===== config.mk =====
export PLATFORM = sky130hd
export DESIGN_NAME = ov7670_frame_arbiter_flat
export DESIGN_NICKNAME = d
export VERILOG_FILES = /design/src/rtl/ov7670_frame_arbiter_if.sv /design/src/rtl/ov7670_frame_arbiter.sv /design/src/flat_wrapper.sv
export SDC_FILE = /design/constraint.sdc
export NUM_CORES = 1
export LEC_CHECK = 0
export BUFFER_PORTS_ARGS = -buffer_cell sky130_fd_sc_hd__clkbuf_2
export CORE_ASPECT_RATIO = 0.5
export CORE_UTILIZATION = 50
export CTS_CLUSTER_DIAMETER = 150
export DETAILED_ROUTE_END_ITERATION = 10
export GPL_TIMING_DRIVEN = 0
export PLACE_DENSITY = 0.71
export REMOVE_ABC_BUFFERS = 1
export SETUP_SLACK_MARGIN = 0.5
export SYNTH_ARGS = -nofsm -noshare
export SYNTH_HDL_FRONTEND = slang
export SYNTH_SLANG_ARGS = --single-unit

===== constraint.sdc =====
create_clock -name CLK_40M -period 2 [get_ports CLK_40M]
set_clock_uncertainty 0.15 [all_clocks]
set_input_delay 0 -clock CLK_40M [delete_from_list [all_inputs] [get_ports CLK_40M]]
set_output_delay 0 -clock CLK_40M [all_outputs]
set_load 0.005 [all_outputs]

===== src/rtl/ov7670_frame_arbiter_if.sv =====
// ov7670_frame_arbiter_if: camera/FIFO/reader signals between the frame arbiter and its neighbours
// master: arbiter side (drives OV_WRST, OV_WEN, READ_EN; samples OV_VSYNC, RD_FRAME)
// slave: pins/reader side (drives OV_VSYNC, RD_FRAME; samples the arbiter outputs)
interface ov7670_frame_arbiter_if;
    logic OV_VSYNC;
    logic RD_FRAME;
    logic OV_WRST;
    logic OV_WEN;
    logic READ_EN;
    modport master (input OV_VSYNC, RD_FRAME, output OV_WRST, OV_WEN, READ_EN);
    modport slave (output OV_VSYNC, RD_FRAME, input OV_WRST, OV_WEN, READ_EN);
endinterface


===== src/rtl/ov7670_frame_arbiter.sv =====
// ov7670_frame_arbiter: arms the AL422 FIFO for one VSYNC-bounded frame, then hands it to the reader
// CLK_40M/RST: clock and synchronous active-high reset
// CFG_DONE: sensor configured; CAP_REQ: back-to-back capture enable
// bus: OV_VSYNC in, OV_WRST/OV_WEN out to FIFO write side, READ_EN out / RD_FRAME in to the reader
// FRAME_CNT: completed frames (wraps); ERR_TIMEOUT: sticky reader no-ack; BUSY: not idle
module ov7670_frame_arbiter #(
    parameter int SKIP_FRAMES = 2,
    parameter int WRST_CYCLES = 4,
    parameter int ACK_TIMEOUT = 1024,
    parameter int CNT_W = 16
) (
    input  logic CLK_40M,
    input  logic RST,
    input  logic CFG_DONE,
    input  logic CAP_REQ,
    ov7670_frame_arbiter_if.master bus,
    output logic [CNT_W-1:0] FRAME_CNT,
    output logic ERR_TIMEOUT,
    output logic BUSY
);
    localparam logic [2:0] IDLE = 3'd0, WAIT_VS = 3'd1, WRST = 3'd2, CAPTURE = 3'd3, REQ = 3'd4, READ = 3'd5;
    localparam int SW = $clog2(SKIP_FRAMES + 2);
    localparam int WW = $clog2(WRST_CYCLES + 1);
    localparam int TW = $clog2(ACK_TIMEOUT + 1);
    logic [2:0] state, state_n;
    logic vs_s1, vs_s2, vs_s3, vs_rise;
    logic [SW-1:0] skip_cnt;
    logic [WW-1:0] wrst_cnt;
    logic [TW-1:0] to_cnt;
    logic wrst_done, timeout;
    assign vs_rise = vs_s2 & ~vs_s3;
    assign wrst_done = wrst_cnt == WW'(WRST_CYCLES - 1);
    assign timeout = to_cnt == TW'(ACK_TIMEOUT - 1);
    always_comb begin
        state_n = IDLE;
        case (state)
            IDLE:    state_n = CFG_DONE && CAP_REQ && skip_cnt == '0 ? WAIT_VS : IDLE;
            WAIT_VS: state_n = !CFG_DONE || !CAP_REQ ? IDLE : vs_rise ? WRST : WAIT_VS;
            WRST:    state_n = !CFG_DONE ? IDLE : wrst_done ? CAPTURE : WRST;
            CAPTURE: state_n = !CFG_DONE ? IDLE : vs_rise ? REQ : CAPTURE;
            REQ:     state_n = !bus.RD_FRAME ? READ : timeout ? IDLE : REQ;
            READ:    state_n = bus.RD_FRAME ? IDLE : READ;
            default: state_n = IDLE;
        endcase
    end
    // outputs are decoded from the next state so each one is a flop that changes with the transition
    always_ff @(posedge CLK_40M) begin
        if (RST) begin
            state       <= IDLE;
            vs_s1       <= 1'b0;
            vs_s2       <= 1'b0;
            vs_s3       <= 1'b0;
            skip_cnt    <= SW'(SKIP_FRAMES);
            wrst_cnt    <= '0;
            to_cnt      <= '0;
            bus.OV_WRST <= 1'b1;
            bus.OV_WEN  <= 1'b0;
            bus.READ_EN <= 1'b0;
            FRAME_CNT   <= '0;
            ERR_TIMEOUT <= 1'b0;
            BUSY        <= 1'b0;
        end else begin
            state       <= state_n;
            vs_s1       <= bus.OV_VSYNC;
            vs_s2       <= vs_s1;
            vs_s3       <= vs_s2;
            skip_cnt    <= !CFG_DONE ? SW'(SKIP_FRAMES) : skip_cnt != '0 && vs_rise ? skip_cnt - 1'b1 : skip_cnt;
            wrst_cnt    <= state == WRST ? wrst_cnt + 1'b1 : '0;
            to_cnt      <= state == REQ ? to_cnt + 1'b1 : '0;
            bus.OV_WRST <= state_n != WRST;
            bus.OV_WEN  <= state_n == CAPTURE;
            bus.READ_EN <= state_n == REQ;
            BUSY        <= state_n != IDLE;
            if (state == READ && bus.RD_FRAME)
                FRAME_CNT <= FRAME_CNT + 1'b1;
            if (state == REQ && bus.RD_FRAME && timeout)
                ERR_TIMEOUT <= 1'b1;
        end
    end
endmodule


===== src/flat_wrapper.sv =====
// flat-port wrapper written by rule: the top's interface ports become plain ports
module ov7670_frame_arbiter_flat 
#(
    parameter int SKIP_FRAMES = 2,
    parameter int WRST_CYCLES = 4,
    parameter int ACK_TIMEOUT = 1024,
    parameter int CNT_W = 16
)
  (CLK_40M, RST, CFG_DONE, CAP_REQ, FRAME_CNT, ERR_TIMEOUT, BUSY, bus_OV_VSYNC, bus_RD_FRAME, bus_OV_WRST, bus_OV_WEN, bus_READ_EN);
  ov7670_frame_arbiter_if bus_i ();
  input  logic CLK_40M;
  input  logic RST;
  input  logic CFG_DONE;
  input  logic CAP_REQ;
  output logic [CNT_W-1:0] FRAME_CNT;
  output logic ERR_TIMEOUT;
  output logic BUSY;
  input wire logic [$bits(bus_i.OV_VSYNC)-1:0] bus_OV_VSYNC;
  input wire logic [$bits(bus_i.RD_FRAME)-1:0] bus_RD_FRAME;
  output wire logic [$bits(bus_i.OV_WRST)-1:0] bus_OV_WRST;
  output wire logic [$bits(bus_i.OV_WEN)-1:0] bus_OV_WEN;
  output wire logic [$bits(bus_i.READ_EN)-1:0] bus_READ_EN;
  assign bus_i.OV_VSYNC = bus_OV_VSYNC;
  assign bus_i.RD_FRAME = bus_RD_FRAME;
  assign bus_OV_WRST = bus_i.OV_WRST;
  assign bus_OV_WEN = bus_i.OV_WEN;
  assign bus_READ_EN = bus_i.READ_EN;
  ov7670_frame_arbiter #(.SKIP_FRAMES(SKIP_FRAMES), .WRST_CYCLES(WRST_CYCLES), .ACK_TIMEOUT(ACK_TIMEOUT), .CNT_W(CNT_W)) u_core (.CLK_40M(CLK_40M), .RST(RST), .CFG_DONE(CFG_DONE), .CAP_REQ(CAP_REQ), .bus(bus_i), .FRAME_CNT(FRAME_CNT), .ERR_TIMEOUT(ERR_TIMEOUT), .BUSY(BUSY));
endmodule

Word-level counts from Yosys, hierarchy flattened
Cells that the tools add are included.
Operators by class
  add/subtract/negate cells: 4
  equality and inequality tests: 10
  multiplexer cells: 11
  bitwise gates (word level): 5
  reductions and logical operators: 16
Operators by type and width (number)
  two-way mux 3 bit: 7
  case mux 3 bit (6 select lines): 1
  adder 16 x 1 -> 16 bit, second input constant: 1
  equality test 3 x 2 -> 1 bit, second input constant: 4
  adder 11 x 1 -> 11 bit, second input constant: 1
  equality test 11 x 10 -> 1 bit, second input constant: 1
  equality test 3 bit, second input constant: 3
  logical AND 1 bit: 6
  OR reduction 2 bit: 3
  NOT 1 bit: 4
  adder 3 x 1 -> 3 bit, second input constant: 1
  equality test 3 x 1 -> 1 bit, second input constant: 1
  zero test 3 bit: 1
  inequality test 3 x 2 -> 1 bit, second input constant: 1
  nonzero test 3 bit: 1
  zero test 1 bit: 2
  zero test 2 bit: 1
  two-way mux 1 bit: 2
  two-way mux 2 bit: 1
  nonzero test 2 bit: 1
  subtractor 2 x 1 -> 2 bit, second input constant: 1
  AND 1 bit: 1
  logical OR 1 bit: 1
Word-level totals
  register bits after elaboration: 43
  bits of input ports: 6
  output and inout bits: 21
  logic and storage cells: 59

Logic depth before layout (Yosys ltp)
  depth in word-level cells: 6
  gate-level depth with buffers: 6
  gate-level depth less buffers: 6

Least setup slack after synthesis
Ideal clock, no wire load.
  path kind: register to register
  start: reg u_core.state[1]
  end: reg u_core.FRAME_CNT[11]
  setup time: 70 ps
  arrival time: 1567 ps
  required time: 1780 ps
  setup slack: 212 ps
  cell stages (with the launch flop): 7
  buffers on the path: 2
  period minus slack after synthesis: 1788 ps
  cells stage by stage: dfxtp_1 > buf_6 > nand4b_4 > or2_1 > buf_6 > or4_1 > a21oi_1
On the way
  word-level cells in the longest chain between the ends: 2
RTL lines
  start: declaration: RTL line ov7670_frame_arbiter.sv:25  | logic [2:0] state, state_n;
  start signal: assignment: RTL line ov7670_frame_arbiter.sv:63  | state <= state_n;
  equality test 3 bit: RTL line ov7670_frame_arbiter.sv:74  | if (state == READ && bus.RD_FRAME)
  logical AND 1 bit: RTL line ov7670_frame_arbiter.sv:74
  end signal: assignment: RTL line ov7670_frame_arbiter.sv:75  | FRAME_CNT <= FRAME_CNT + 1'b1;
  end: declaration: RTL line ov7670_frame_arbiter.sv:17  | output logic [CNT_W-1:0] FRAME_CNT,
No other way between the ends.
A chain may end at the register's enable or synchronous reset.

Worst setup path after layout
  start: reg u_core.state[1]
  end: reg u_core.FRAME_CNT[10]
Same word-level chain as after synthesis.

==> results.sh <==
export IMPL_outcome="complete, no violations"
export IMPL_synth_cell_type_count=40
export IMPL_leakage_nw=0.920
export IMPL_cpPeakStageDelay_ns=0.49
export IMPL_max_freq_mhz=596
export IMPL_post_drt_wl_per_cell_microns=13.0
export IMPL_tns_ns=0
export IMPL_clock_power_share_pct=44.0
export IMPL_drt_iter0_markers=50
export IMPL_htreeDepth=2
export IMPL_cp_arrival_ns=1.75
export IMPL_crit_family="simple AND/OR/NAND/NOR gates"
export IMPL_clk_latency_ns=0.30
export IMPL_dieWidth_microns=88.6
export IMPL_cp_required_ns=2.07
export IMPL_power_mw=1.59
export IMPL_setup_viol=0
export IMPL_drive_gt1_share_pct=40.6
export IMPL_synth_seq_area_share_pct=46.0
export IMPL_reg2regPathDepth=4
export IMPL_die_y_microns=45.3
export IMPL_grt_pass1_wl_microns=5910
export IMPL_hold_path_startpoint="RST"
export IMPL_end_kind="flip-flop"
export IMPL_pwr_share_comb_pct=2.5
export IMPL_syn_cell_area_sq_um=1870
export IMPL_coreArea_sq_um=3510
export IMPL_crit_chain="and4b_2 -> nand3_4 -> or4_4 -> a21oi_2"
export IMPL_grt_overflow=0
export IMPL_criticalPathCategory="flip-flop to flip-flop"
export IMPL_hp_class="primary input to flip-flop"
export IMPL_r2r_end="u_core.FRAME_CNT[10]$_SDFFE_PP0P_"
export IMPL_relSlewSlack_pct=62.4
export IMPL_tightestPinTransition_ns=0.564
export IMPL_clk_pin_slew_ns=0.08
export IMPL_ir_drop_mv=0.457
export IMPL_hold_end="u_core.FRAME_CNT[10]$_SDFFE_PP0P_"
export IMPL_dieArea_sq_um=4010
export IMPL_grt_usage_pct=20.1
export IMPL_cpMaxStageDelayCell="or4_4"
export IMPL_timing_hold_violations_final=0
export IMPL_antenna_found_initial=0
export IMPL_place_hpwl_microns=2240
export IMPL_cts_tree="yes"
export IMPL_drcViolationCount=0
export IMPL_boundaryPins=27
export IMPL_crit_fanout=6
export IMPL_wirelength_microns=3920
export IMPL_fin_crit_sh_pct=83.9
export IMPL_nets=261
export IMPL_swShare_pct=20.1
export IMPL_cp_num_buf_inv=0
export IMPL_syn_to_final_growth_pct=32.1
export IMPL_postRouteAntennaNets=0
export IMPL_drt_pass1_iter_count=4
export IMPL_fin_crit_ns=1.68
export IMPL_syn_avg_cell_area_sq_um=9.18
export IMPL_clockBufferDepth=2
export IMPL_rows=15
export IMPL_p_seq_share_pct=53.6
export IMPL_cts_root_buffer="clkbuf_8"
export IMPL_vias=1564
export IMPL_synth_seq_cells=43
export IMPL_synth_cells=204
export IMPL_yosysWarnings=0
export IMPL_gp_congestion=0.723
export IMPL_initial_core_util_pct=53.4
export IMPL_p_switching_mw=0.320
export IMPL_port_buffers=26
export IMPL_grt_max_degree=27
export IMPL_grt_pass1_vias=1410
export IMPL_start_kind="flip-flop"
export IMPL_powerDensity_nw_per_um2=643
export IMPL_insertedDiodeCount=0
export IMPL_r2r_start="u_core.state[1]$_SDFF_PP0_"
export IMPL_rsz0062_at_grt="yes"
export IMPL_whs_path_depth=2
export IMPL_cts_sinks=43
export IMPL_drv_cap=0
export IMPL_reg2reg_slack_ns=0.32
export IMPL_numCtsBuffers=5
export IMPL_p_int_mw=1.27
export IMPL_via_per_inst=5.18
export IMPL_slew_violations=0
## registers in the layout, summed over array words and instances, names as in the netlist, 2 cells and up
signal	flops
u_core.state	3
u_core.FRAME_CNT	16
u_core.to_cnt	11
u_core.wrst_cnt	3
u_core.skip_cnt	2
## cell type report
type	count	area (sq um)
clock buffer	6	82.6
timing repair buffer	48	309
fill	251	1040
multi-input combinational	143	1050
sequential	43	902
inverter	9	33.8
tap	51	63.8
clock inverter	2	35.0
## placed cells by master, fill, tap and decap left out, types with 3 or more instances in the layout
master and instances:
nor2_1 26, a21oi_1 11, inv_1 7, nand2_1 14, or3_1 3, dfxtp_1 22
nand3_1 6, xor2_1 9, xnor2_1 6, nor2b_1 5, o21ai_0 3, dfxtp_4 6
nand4_1 5, o31ai_1 6, clkbuf_2 26, or4_1 5, dfxtp_2 15, buf_4 17
dlygate4sd3_1 4, clkbuf_8 6, ha_4 3, a21oi_2 3
## cells in the mapped netlist
| cell | number | area [sq um] |
|---|---|---|
| a211oi_2 | 1 | 12.5 |
| and4b_1 | 1 | 10.0 |
| or3_1 | 4 | 25.0 |
| nand4_1 | 5 | 31.3 |
| or2_1 | 1 | 6.26 |
| nand2b_1 | 2 | 12.5 |
| or3b_2 | 2 | 17.5 |
| or4_1 | 6 | 45.0 |
| a211o_1 | 2 | 17.5 |
| or2b_1 | 1 | 7.51 |
| clkbuf_1 | 6 | 22.5 |
| nor3b_1 | 1 | 7.51 |
| xor2_1 | 9 | 78.8 |
| nor2b_1 | 5 | 31.3 |
| nand3_1 | 7 | 35.0 |
| nand3_4 | 1 | 17.5 |
| ha_1 | 5 | 62.6 |
| xnor2_1 | 6 | 52.6 |
| nand4b_4 | 1 | 23.8 |
| inv_1 | 9 | 33.8 |
| a21o_1 | 1 | 7.51 |
| dfxtp_1 | 43 | 861 |
| and4b_2 | 1 | 11.3 |
| nand3b_1 | 2 | 15.0 |
| buf_2 | 1 | 5.00 |
| o21ai_0 | 3 | 15.0 |
| buf_4 | 2 | 15.0 |
| nor3_1 | 1 | 5.00 |
| buf_6 | 2 | 22.5 |
| o22ai_1 | 2 | 12.5 |
| o31ai_1 | 6 | 45.0 |
| nand2_1 | 14 | 52.6 |
| o41a_1 | 1 | 11.3 |
| or4b_2 | 1 | 10.0 |
| and3_1 | 1 | 6.26 |
| nor2_1 | 28 | 105 |
| nand4bb_1 | 1 | 11.3 |
| a31oi_1 | 1 | 6.26 |
| and4_1 | 4 | 35.0 |
| a21oi_1 | 14 | 70.1 |
## layer usage
layer	track usage (%)	part of all wire, %
met5	0	0
met4	8.71	1.6
met3	6.03	3.9
met2	37.4	48
met1	21.9	46
## power groups by stage
stage                     logic (mW)  registers, mW  clock network (mW)
after global placement        0.0268          0.880                   0
after global routing          0.0428          0.853               0.749
after CTS                     0.0363          0.853               0.712
final                         0.0390          0.852               0.700
after floorplan               0.0114          0.880                   0
after detailed placement      0.0280          0.881                   0
## worst max-delay path by stage
stage | startpoint | slack [ns] | cells past startpoint | endpoint
global route | u_core.state[1]$_SDFF_PP0_ | 0.29 | 4 | u_core.FRAME_CNT[10]$_SDFFE_PP0P_
detailed placement | u_core.state[0]$_SDFF_PP0_ | 0.01 | 4 | u_core.bus.READ_EN$_SDFF_PP0_
finish | u_core.state[1]$_SDFF_PP0_ | 0.32 | 4 | u_core.FRAME_CNT[10]$_SDFFE_PP0P_
floorplan | u_core.state[0]$_SDFF_PP0_ | 0.17 | 4 | u_core.bus.READ_EN$_SDFF_PP0_
global placement | u_core.state[0]$_SDFF_PP0_ | 0.007 | 4 | u_core.bus.READ_EN$_SDFF_PP0_
CTS | u_core.state[1]$_SDFF_PP0_ | 0.34 | 5 | u_core.FRAME_CNT[8]$_SDFFE_PP0P_
## stage by stage
stage	instance area (sq um)	hold slack (ns)	std cells	worst slack (ns)	utilization, %
after floorplan	1810	-0.0809	193	0.168	-
after global placement	2000	0.0598	270	0.00673	57.0
after detailed placement	2000	0.0644	270	0.0101	57.0
after CTS	2380	0.0668	299	0.339	68.0
after global routing	2470	0.122	302	0.290	70.5
final	2470	0.0943	302	0.322	70.5
## cell families after synthesis
| group | after synthesis | share of synthesized area [%] |
|---|---|---|
| AND/OR/NAND/NOR | 90 | 27.9 |
| flip-flops | 43 | 46.0 |
| AO/OA/AOI/OAI | 31 | 10.6 |
| buffers and inverters | 20 | 5.28 |
| XOR/XNOR | 15 | 7.01 |
| adder cells (fa/ha/maj) | 5 | 3.34 |
## timing repair
| item | CTS | global route |
|---|---|---|
| hold endpoints to repair | 7 | 0 |
| hold buffers | 4 | 0 |
| pin swaps | 28 | 13 |
| setup endpoints to repair | 32 | 33 |
| gates resized for setup | 35 | 23 |
| cloned | 0 | 2 |
| setup buffers | 17 | 1 |
No activity file was read; power rests on OpenSTA's default activity.
